## src/rtl/imm_extend_q.sv

```systemverilog
// Buffered immediate extender between decode and execute. Each accepted
// instruction word is decoded into an XLEN-wide immediate at push time and
// the result (not the raw word) is queued in a small in-order FIFO with
// valid/ready flow control. Illegal selects are queued with imm 0 and a flag,
// and counted by a saturating counter that only reset clears.
module imm_extend_q #(
  parameter int XLEN  = 32,  // 32 or 64
  parameter int DEPTH = 2,   // power of two, 2..8
  parameter int TAG_W = 5,
  parameter int CNT_W = 8
) (
  input  logic             clk,
  input  logic             reset,        // asynchronous, active-low
  input  logic             flush,
  input  logic             in_valid,
  output logic             in_ready,
  input  logic [31:0]      instr,
  input  logic [2:0]       immsrc,
  input  logic [TAG_W-1:0] in_tag,
  output logic             out_valid,
  input  logic             out_ready,
  output logic [XLEN-1:0]  out_imm,
  output logic             out_illegal,
  output logic [TAG_W-1:0] out_tag,
  output logic [CNT_W-1:0] illegal_cnt
);

  localparam int PTR_W = $clog2(DEPTH);
  localparam int CW    = $clog2(DEPTH + 1);
  localparam logic [CW-1:0] FULL_CNT = CW'(DEPTH);

  typedef enum logic [2:0] {
    FMT_I   = 3'b000,
    FMT_S   = 3'b001,
    FMT_B   = 3'b010,
    FMT_J   = 3'b011,
    FMT_U   = 3'b100,
    FMT_Z   = 3'b101,
    FMT_SH  = 3'b110,
    FMT_BAD = 3'b111
  } fmt_e;

  // Sign-extend a 32-bit value to XLEN; written without zero-width
  // replication so it holds for XLEN=32 as well as 64.
  function automatic logic [XLEN-1:0] sext32(input logic [31:0] v);
    logic [XLEN-1:0] r;
    r       = {XLEN{v[31]}};
    r[31:0] = v;
    return r;
  endfunction

  logic [XLEN-1:0]  imm_val;
  logic             imm_illegal;

  logic [PTR_W-1:0] wr_ptr_q, wr_ptr_d;
  logic [PTR_W-1:0] rd_ptr_q, rd_ptr_d;
  logic [CW-1:0]    count_q, count_d;
  logic [CNT_W-1:0] illegal_cnt_q, illegal_cnt_d;

  logic [XLEN-1:0]  imm_mem [DEPTH];
  logic             ill_mem [DEPTH];
  logic [TAG_W-1:0] tag_mem [DEPTH];

  logic push, pop;

  // Decode the immediate for the presented instruction word.
  always_comb begin
    // NOTE: every output of a combinational block gets a default first, so no
    // path through the case can leave a value held and infer a latch.
    imm_val     = '0;
    imm_illegal = 1'b0;
    unique case (fmt_e'(immsrc))
      FMT_I: imm_val = sext32({{20{instr[31]}}, instr[31:20]});
      FMT_S: imm_val = sext32({{20{instr[31]}}, instr[31:25], instr[11:7]});
      FMT_B: imm_val = sext32({{19{instr[31]}}, instr[31], instr[7],
                               instr[30:25], instr[11:8], 1'b0});
      FMT_J: imm_val = sext32({{11{instr[31]}}, instr[31], instr[19:12],
                               instr[20], instr[30:21], 1'b0});
      FMT_U: imm_val = sext32({instr[31:12], 12'b0});
      FMT_Z: imm_val = {{(XLEN-5){1'b0}}, instr[19:15]};
      FMT_SH: begin
        if (XLEN == 64) begin
          imm_val = {{(XLEN-6){1'b0}}, instr[25:20]};
        end else if (instr[25]) begin
          imm_illegal = 1'b1;  // shamt >= 32 has no meaning on RV32
        end else begin
          imm_val = {{(XLEN-5){1'b0}}, instr[24:20]};
        end
      end
      FMT_BAD: imm_illegal = 1'b1;
    endcase
  end

  // Handshake qualification; flush discards any transfer in its cycle.
  always_comb begin
    in_ready  = (count_q != FULL_CNT);
    out_valid = (count_q != '0);
    push      = in_valid && in_ready && !flush;
    pop       = out_valid && out_ready && !flush;
  end

  // Next-state for pointers, occupancy and the illegal-event counter.
  always_comb begin
    wr_ptr_d      = wr_ptr_q;
    rd_ptr_d      = rd_ptr_q;
    count_d       = count_q;
    illegal_cnt_d = illegal_cnt_q;
    if (flush) begin
      wr_ptr_d = '0;
      rd_ptr_d = '0;
      count_d  = '0;
    end else begin
      if (push) wr_ptr_d = wr_ptr_q + PTR_W'(1);  // power-of-two wrap
      if (pop)  rd_ptr_d = rd_ptr_q + PTR_W'(1);
      unique case ({push, pop})
        2'b10:   count_d = count_q + CW'(1);
        2'b01:   count_d = count_q - CW'(1);
        default: count_d = count_q;
      endcase
      if (push && imm_illegal && (illegal_cnt_q != '1)) begin
        illegal_cnt_d = illegal_cnt_q + CNT_W'(1);
      end
    end
  end

  // Control state register.
  always_ff @(posedge clk or negedge reset) begin
    if (!reset) begin
      wr_ptr_q      <= '0;
      rd_ptr_q      <= '0;
      count_q       <= '0;
      illegal_cnt_q <= '0;
    end else begin
      // NOTE: non-blocking assignments so every flop samples pre-edge values
      // regardless of statement order.
      wr_ptr_q      <= wr_ptr_d;
      rd_ptr_q      <= rd_ptr_d;
      count_q       <= count_d;
      illegal_cnt_q <= illegal_cnt_d;
    end
  end

  // Entry storage, written on push.
  // NOTE: storage carries no reset; an entry is only visible while count
  // covers it, and the outputs are gated to 0 when the FIFO is empty.
  always_ff @(posedge clk) begin
    if (push) begin
      imm_mem[wr_ptr_q] <= imm_val;
      ill_mem[wr_ptr_q] <= imm_illegal;
      tag_mem[wr_ptr_q] <= in_tag;
    end
  end

  // Head-of-queue outputs, forced to zero while empty.
  always_comb begin
    out_imm     = out_valid ? imm_mem[rd_ptr_q] : '0;
    out_illegal = out_valid ? ill_mem[rd_ptr_q] : 1'b0;
    out_tag     = out_valid ? tag_mem[rd_ptr_q] : '0;
    illegal_cnt = illegal_cnt_q;
  end

endmodule

```

## config.mk

```make
export PLATFORM = sky130hd
export DESIGN_NAME = imm_extend_q
export DESIGN_NICKNAME = d
export VERILOG_FILES = /design/src/rtl/imm_extend_q.sv
export SDC_FILE = /design/constraint.sdc
export NUM_CORES = 1
export LEC_CHECK = 0
export BUFFER_PORTS_ARGS = -buffer_cell sky130_fd_sc_hd__buf_2
export CAP_MARGIN = 40
export CORE_UTILIZATION = 48
export CTS_BUF_LIST = sky130_fd_sc_hd__clkbuf_16
export CTS_CLUSTER_SIZE = 12
export DETAILED_ROUTE_END_ITERATION = 10
export HOLD_SLACK_MARGIN = 0.06
export PLACE_DENSITY = 0.75
export REMOVE_ABC_BUFFERS = 1
export SYNTH_ARGS = -nofsm -noshare
export SYNTH_HDL_FRONTEND = slang
export SYNTH_SLANG_ARGS = --single-unit
```

## constraint.sdc

```tcl
create_clock -name clk -period 4.2 [get_ports clk]
set_input_delay 0.42 -clock clk [delete_from_list [all_inputs] [get_ports clk]]
set_output_delay 0.42 -clock clk [all_outputs]
set_load 0.01 [all_outputs]
```

==> results of run 1 <==
[registers in the layout (all words and copies together) (netlist names)]
| signal | count |
|---|---|
| ill_mem | 2 |
| tag_mem | 10 |
| rd_ptr_q | 1 |
| imm_mem | 64 |
| wr_ptr_q | 1 |
| count_q | 2 |
| illegal_cnt | 8 |
[kinds of logic after synthesis]
group	Yosys count	share of synthesized area
XOR/XNOR	10	0.0220
flip-flops	88	0.649
buffers and inverters	27	0.0302
multiplexers	41	0.104
AO/OA/AOI/OAI	50	0.0845
adder cells (fa/ha/maj)	1	0.00314
AND/OR/NAND/NOR	87	0.108
[cell usage in the layout (no fill, tap or decap), types with 2 or more instances in the layout]
| master | instances |
|---|---|
| a211oi_1 | 2 |
| a21o_1 | 11 |
| a21oi_1 | 18 |
| a222oi_1 | 4 |
| a22oi_1 | 2 |
| and2_1 | 2 |
| buf_2 | 85 |
| buf_4 | 6 |
| clkbuf_16 | 11 |
| dfrtp_1 | 11 |
| edfxtp_1 | 76 |
| inv_1 | 8 |
| inv_2 | 2 |
| mux2i_1 | 39 |
| nand2_1 | 7 |
| nand2b_1 | 3 |
| nand3_1 | 4 |
| nor2_1 | 48 |
| nor2b_1 | 10 |
| nor3_1 | 2 |
| nor3_2 | 2 |
| nor4_1 | 2 |
| o22ai_1 | 9 |
| xor2_1 | 9 |
[metal layers]
layer	share of wire	GRT usage
met1	0.44	0.248
met2	0.51	0.326
met3	0.044	0.0398
met4	0.011	0.0821
met5	0	0
[worst max-delay path, delay by kind of cell (launching register included)]
| family | cells | cell delay, ns |
|---|---|---|
| flops | 1 | 0.83 |
| buf+inv | 2 | 0.56 |
| simple gates | 1 | 0.05 |
| mux | 1 | 0.27 |
[stage by stage]
step / area [um^2] / power (W) / hold slack (ns)
6_report: 4840 / 0.00211 / 0.277
5_1_grt: 4840 / 0.00221 / 0.274
4_1_cts: 4840 / 0.00213 / 0.267
3_5_place_dp: 4530 / 0.00135 / 0.311
3_3_place_gp: 4510 / 0.00134 / 0.309
2_1_floorplan: 3890 / 0.00123 / 0.124
[report_power, final]
part | switching, W | leakage (nW) | internal (W)
Combinational | 0.000162 | 0.981 | 0.000123
Sequential | 0.0000379 | 0.866 | 0.00101
Clock | 0.000312 | 0.158 | 0.000469
Total | 0.000512 | 2.00 | 0.00160
[layout make-up]
type | instances | area [um^2]
flip-flops and latches | 88 | 2580
clock inverters | 5 | 26.3
inverters | 7 | 26.3
repair buffers | 93 | 500
well taps | 102 | 128
fillers | 633 | 3050
clock buffers | 11 | 275
multi-input cells | 189 | 1300
[how the worst min path moves through the flow]
stage | from | to | cells past startpoint
final | in_tag[2] | tag_mem[0][2]$_DFFE_PP_ | 1
after global routing | in_tag[4] | tag_mem[1][4]$_DFFE_PP_ | 1
after CTS | in_tag[2] | tag_mem[0][2]$_DFFE_PP_ | 1
after detailed placement | reset | illegal_cnt[5]$_DFFE_PN0P_ | 1
after global placement | reset | illegal_cnt[6]$_DFFE_PN0P_ | 1
after floorplan | reset | count_q[0]$_DFFE_PN0P_ | 0
==> flow_summary.toml, run 1 <==
[status]
status = "finished, final reports clean"

[timing]
max_freq_mhz = 404
layout_setup_ws_ns = 1.72
max_slew.worst_pin.slew_ns = 0.745
hold_violations = 0
fin_crit_sh = 0.589
min_period_ns = 2.48
final.setup_skew_ns = 0.0112
drv_slew = 0
fin_tns_setup_ns = 0
setup_viol = 0
slew_headroom = 0.501
rsz0062_at_grt = "false"

[floorplanning]
start_util = 0.505
row_count = 32
core_area_um2 = 7890
die_area_um2 = 8660
die_h_um = 93.1
pin_count = 93
die_w_um = 93.1

[finish]
post-route-util = 0.614
areaGrowthSynthToFinish_pct = 21.6
diodes = 0
layout-drive-gt1-share = 0.298
nets = 434
instances_no_fill = 495

[clocking]
clk_path_buf_depth = 2
clockRootBuffer = "clkbuf_16"
cts_resized = 0
hold_buffers = 1
cts_sinks = 88
post_cts_buffers = 0
cts_tree = "yes"
path_clk_slew_ns = 0.06
htreeDepth = 3
clock_latency_ns = 0.33
numCtsBuffers = 9

[setup_path]
startpoint_type = "register"
worstSetupEndpoint = "out_illegal"
critical_path.slowest_cell = "dfrtp_2"
slowest_delay_ns = 0.83
critical_path_class = "register to primary output"
end_kind = "primary output"
arrival_ns = 2.06
critical_path.startpoint = "rd_ptr_q$_DFFE_PN0P_"
ff2ff_path_depth = 4
worst-endpoint-required_ns = 3.78
reg2reg_to = "imm_mem[1][20]$_DFFE_PP_"
critPathMaxFanout = 23
path_cells = "buf_4, mux2i_1, nor2_1, buf_2"
r2r_start = "count_q[0]$_DFFE_PN0P_"
r2r_slack_ns = 2.37

[yosys]
syn_inst = 304
ys.flop_type = "edfxtp_1"
synth_area_per_cell_um2 = 13.1
synth_top_area_share = 0.573
async_reset_ff_frac = 0.136
ys_seq_elements = 88
synth.most_common_cell = "edfxtp_1"
synthTopCellsByArea = "edfxtp_1, mux2i_1, dfrtp_1, nor2_1, a21oi_1"
synth_edf_count = 76
yosys_warnings = 0
syn_area_um2 = 3980
yosysUniqueCellTypes = 37
yosysTopAreaCell = "edfxtp_1"
synth_seq_area_share = 0.649
synth_top_cells_by_count = "edfxtp_1, nor2_1, mux2i_1, a21oi_1, dfrtp_1"

[route]
viasPerCell = 5.39
wire_per_inst_um = 16.1
routed-via-count = 2670
final_antenna_net_count = 0
first_pass_iters = 4
drc = 0
wirelength_mm = 7.95
first_iter_violations = 138

[global_route]
track_usage = 0.195
grt_max_degree = 32
grt_pass1_vias = 2610
grt_pass1_wl_mm = 12.7
grt-ovfl-total = 0
antenna_found_initial = 0

[pwr]
ir_worst_vdd_mv = 0.296
power.density_nw_per_um2 = 437
p_leak_nw = 2.00

[worst_hold_path]
min_path_type = "input pin to register"

[place]
dp_cells = 478
hpwl_mm = 5.23
io_buffers = 85
place.gp.congestion = 0.801
preCtsSetupSlack_ns = 1.97

[flow_run]
cap_violations = 0
(Power assumes the default switching activity.)
==> run 2: changes to the inputs <==
ABC_AREA = 1   (was not set)
clock period = 2.07 ns   (was 4.2 ns; I/O delays follow)
==> run 2 against run 1 <==
Net effect: first-iteration DRC count increased by 54%; via count grew 14%; setup slack lost 1.4 ns; highest routed layer unchanged; sequential power up 100%; clock skew is 0.0059 ns lower; utilization rose by 0.27 points; wire length up 5.4%; die area decreased by 0.95%; clock-buffer cell count is 2 lower; critical path depth grew 3.
==> flow_summary.toml, run 2 <==
[yosys]
synth_seq_area_share = 0.655
synth_top_cells_by_count = "nand2_1, edfxtp_1, a21oi_1, inv_1, nor2_1"
ys.flop_type = "edfxtp_1"
synth_top_area_share = 0.579
syn_inst = 391
ys_seq_elements = 88
synth.most_common_cell = "nand2_1"
yosysTopAreaCell = "edfxtp_1"
async_reset_ff_frac = 0.136
syn_area_um2 = 3940
synthTopCellsByArea = "edfxtp_1, nand2_1, dfrtp_1, a21oi_1, inv_1"
synth_area_per_cell_um2 = 10.1
synth_edf_count = 76
yosysUniqueCellTypes = 26
yosys_warnings = 0

[clocking]
numCtsBuffers = 9
clockRootBuffer = "clkbuf_16"
htreeDepth = 3
path_clk_slew_ns = 0.06
clock_latency_ns = 0.33
cts_tree = "yes"
clk_path_buf_depth = 2
cts_sinks = 88

[setup_path]
ff2ff_path_depth = 7
path_buf_inv = 3
slowest_delay_ns = 0.43
path_depth = 7
critical_path.slowest_cell = "dfrtp_1"
critical_path.startpoint = "count_q[0]$_DFFE_PN0P_"
critical_path.top_delay_family = "buffers and inverters"
startpoint_type = "register"
critical_path_class = "register to register"
r2r_start = "count_q[0]$_DFFE_PN0P_"
critPathMaxFanout = 26
worst-endpoint-required_ns = 2.07
end_kind = "register"
path_cells = "inv_1, nand2_2, nand2_2, nor2_4, nand2_1, inv_1, buf_4"
arrival_ns = 1.79

[timing]
drv_slew = 0
max_freq_mhz = 557
max_slew.worst_pin.slew_ns = 0.384
slew_headroom = 0.743
fin_crit_sh = 0.867
final.setup_skew_ns = 0.00529
hold_violations = 0
setup_viol = 0
rsz0062_at_grt = "false"
min_period_ns = 1.80

[finish]
areaGrowthSynthToFinish_pct = 22.7
final_common_cell = "nand2_1"
largest_register_ffs = 64
diodes = 0
instances_no_fill = 590
top_register = "imm_mem"
layout-drive-gt1-share = 0.242
final_area_um2 = 4840
final_cell_mix = "nand2_1, buf_2, edfxtp_1"
post-route-util = 0.616
nets = 529

[floorplanning]
die_h_um = 92.6
pin_count = 93
core_area_um2 = 7850
row_count = 32
start_util = 0.502
die_w_um = 92.6
die_area_um2 = 8580

[route]
final_antenna_net_count = 0
first_iter_violations = 212
routed-via-count = 3046
wirelength_mm = 8.39
drc = 0
wire_per_inst_um = 14.2
first_pass_iters = 5
viasPerCell = 5.16

[global_route]
grt_max_degree = 39
antenna_found_initial = 0
grt_pass1_vias = 2917
grt_pass1_wl_mm = 13.5
grt-ovfl-total = 0
track_usage = 0.208

[worst_hold_path]
whs_path_depth = 1
worstHoldStart = "in_tag[0]"
min_path_type = "input pin to register"

[flow_run]
cap_violations = 0

[place]
hpwl_mm = 5.55
place_area_um2 = 4530
dp_cells = 572
io_buffers = 85
place.gp.congestion = 0.865

[pwr]
power.density_nw_per_um2 = 937
ir_worst_vdd_mv = 0.459
p_leak_nw = 2.20

[status]
status = "finished, final reports clean"
[run 2: final cells by class]
type | count | area [um^2]
fillers | 642 | 3010
flip-flops and latches | 88 | 2580
multi-input cells | 255 | 1180
repair buffers | 97 | 533
clock buffers | 9 | 225
well taps | 102 | 128
inverters | 32 | 120
clock inverters | 7 | 65.1
[run 2: path summary, 6_finish.rpt]
path                                              end  slack (ns)
setup / recovery             imm_mem[0][16]$_DFFE_PP_        0.27
hold / removal                tag_mem[1][0]$_DFFE_PP_        0.07
setup reg to reg             imm_mem[0][16]$_DFFE_PP_        0.27
hold reg to reg            illegal_cnt[7]$_DFFE_PN0P_        0.55
max in group asynchronous  illegal_cnt[6]$_DFFE_PN0P_        1.56
min in group asynchronous      count_q[0]$_DFFE_PN0P_        0.29
[run 2: stage by stage]
step	setup WS [ns]	setup TNS [ns]	power [W]	hold slack, ns
final	0.275	0	0.00453	0.0700
after global routing	0.128	0	0.00473	0.0607
after detailed placement	0.282	0	0.00302	0.103
after floorplan	-1.66	-63.46	0.00263	-0.0886
after global placement	0.348	0	0.00299	0.104
after CTS	0.266	0	0.00456	0.0606
[run 2: power breakdown]
part	internal, W	switching (W)
Clock	0.000923	0.000628
Sequential	0.00206	0.0000642
Combinational	0.000303	0.000550
Total	0.00329	0.00124
[run 2: metal layers]
| layer | wire length [um] | track usage | vias to the layer above |
|---|---|---|---|
| met4 | 184 | 0.0923 | 0 |
| met1 | 3450 | 0.254 | 1425 |
| met5 | 0 | 0 | - |
| met3 | 581 | 0.0501 | 16 |
| li1 | - | - | 1491 |
| met2 | 4170 | 0.350 | 114 |
[run 2: repair_timing]
item | in CTS | in global routing
hold buffers | 2 | 0
buffers inserted | 0 | 0
endpoints found under the hold margin | 14 | 0
resized for setup | 0 | 0
[run 2: cell families (layout without fill, tap and decap cells)]
logic type / after synthesis / in the layout / share of synthesized area
AO/OA/AOI/OAI: 65 / 65 / 0.0895
XOR/XNOR: 5 / 5 / 0.0111
adder cells (fa/ha/maj): 1 / 1 / 0.00317
buffers and inverters: 48 / 145 / 0.0479
flip-flops: 88 / 88 / 0.655
AND/OR/NAND/NOR: 184 / 184 / 0.193
==> run 3: changes to the inputs <==
MAX_ROUTING_LAYER = met4   (was not set)
RECOVER_POWER = 25   (was not set)
==> run 3 against run 2 <==
Net effect: critical path depth unchanged; sequential share of layout area up 0.17 points; utilization down 0.19 points; die area unchanged; final cell count unchanged; flip-flop and latch count unchanged; clock skew down 0.00078 ns; fmax down 0.40%; first-iteration DRC count down 12%; register-to-register slack about the same.
==> flow_summary.toml, run 3 (synthesized netlist as in run 2, its figures left out) <==
[setup_path]
worst-endpoint-required_ns = 2.06
r2r_start = "count_q[0]$_DFFE_PN0P_"
critical_path.slowest_cell = "dfrtp_1"
critPathMaxFanout = 26
ff2ff_path_depth = 7
end_kind = "register"
r2r_slack_ns = 0.27
slowest_delay_ns = 0.43
path_buf_inv = 3
startpoint_type = "register"
critical_path.top_delay_family = "buffers and inverters"
path_cells = "inv_1, nand2_2, nand2_2, nor2_4, nand2_1, inv_1, buf_4"
critical_path.startpoint = "count_q[0]$_DFFE_PN0P_"
arrival_ns = 1.79
reg2reg_to = "imm_mem[0][13]$_DFFE_PP_"
critical_path_class = "register to register"

[clocking]
hold_buffers = 2
htreeDepth = 3
cts_tree = "yes"
clockRootBuffer = "clkbuf_16"
cts_resized = 0
clock_latency_ns = 0.33
cts_sinks = 88
path_clk_slew_ns = 0.06
post_cts_buffers = 0
numCtsBuffers = 9
clk_path_buf_depth = 2

[floorplanning]
start_util = 0.502
row_count = 32
pin_count = 93
die_area_um2 = 8580
die_w_um = 92.6
die_h_um = 92.6
core_area_um2 = 7850

[worst_hold_path]
min_path_type = "input pin to register"
holdPathEnd = "tag_mem[1][0]$_DFFE_PP_"
whs_path_depth = 1
worstHoldStart = "in_tag[0]"

[place]
place.gp.congestion = 0.879
preCtsSetupSlack_ns = 0.282
hpwl_mm = 5.55
io_buffers = 85
place_area_um2 = 4530

[pwr]
p_leak_nw = 2.18
power.density_nw_per_um2 = 939
p_total_w = 0.00453
ir_worst_vdd_mv = 0.458

[finish]
diodes = 0
top_register = "imm_mem"
areaGrowthSynthToFinish_pct = 22.3
seqCellArea_um2 = 2580
largest_register_ffs = 64
post-route-util = 0.614
final_cell_mix = "nand2_1, buf_2, edfxtp_1"
layout-drive-gt1-share = 0.227
fillers = 648
final_common_cell = "nand2_1"
multi_input_area_um2 = 1180
nets = 529
final_area_um2 = 4820

[timing]
setup_viol = 0
rsz0062_at_grt = "false"
max_freq_mhz = 555
min_period_ns = 1.80
drv_slew = 0
slew_headroom = 0.460
max_slew.worst_pin.slew_ns = 0.810
fin_crit_sh = 0.871
final.setup_skew_ns = 0.00451
hold_violations = 0
holdWs_ns = 0.0710
layout_setup_ws_ns = 0.268

[route]
first_pass_iters = 4
final_antenna_net_count = 0
routed-via-count = 3041
wire_per_inst_um = 14.3
first_iter_violations = 187
drc = 0
viasPerCell = 5.15
wirelength_mm = 8.41

[status]
status = "finished, final reports clean"

[global_route]
grt-ovfl-total = 0
track_usage = 0.213
grt_pass1_wl_mm = 13.5
antenna_found_initial = 0
grt_pass1_vias = 2918
grt_max_degree = 39

[flow_run]
cap_violations = 0
[run 3: power by group]
part           total, W  internal [W]  switching, W
Combinational  0.000855      0.000301      0.000553
Sequential      0.00213       0.00206     0.0000643
Clock           0.00155      0.000923      0.000626
Total           0.00453       0.00329       0.00124
[run 3: worst max-delay path by stage]
stage                                          end  slack (ns)  cells after the start
after floorplan               ill_mem[1]$_DFFE_PP_       -1.66                      4
after detailed placement   tag_mem[0][3]$_DFFE_PP_        0.28                      7
after global placement     tag_mem[0][3]$_DFFE_PP_        0.35                      7
after global routing       imm_mem[0][0]$_DFFE_PP_        0.13                      7
after CTS                  imm_mem[0][0]$_DFFE_PP_        0.27                      7
final                     imm_mem[0][13]$_DFFE_PP_        0.27                      7
[run 3: layout make-up]
| class | count | share of cell area |
|---|---|---|
| flip-flops and latches | 88 | 0.536 |
| multi-input cells | 255 | 0.244 |
| repair buffers | 97 | 0.108 |
| clock buffers | 9 | 0.0467 |
| well taps | 102 | 0.0265 |
| inverters | 32 | 0.0249 |
| clock inverters | 7 | 0.0135 |
[run 3: layer usage]
layer  part of all wire  global-route usage
met1               0.40               0.255
met2               0.50               0.351
met3              0.078              0.0476
met4              0.020              0.0885
met5                  0                   -
[run 3: per-stage QoR]
stage               cells  setup TNS, ns
floorplan             375         -63.46
global placement      572              0
detailed placement    572              0
CTS                   590              0
global route          590              0
finish                590              0
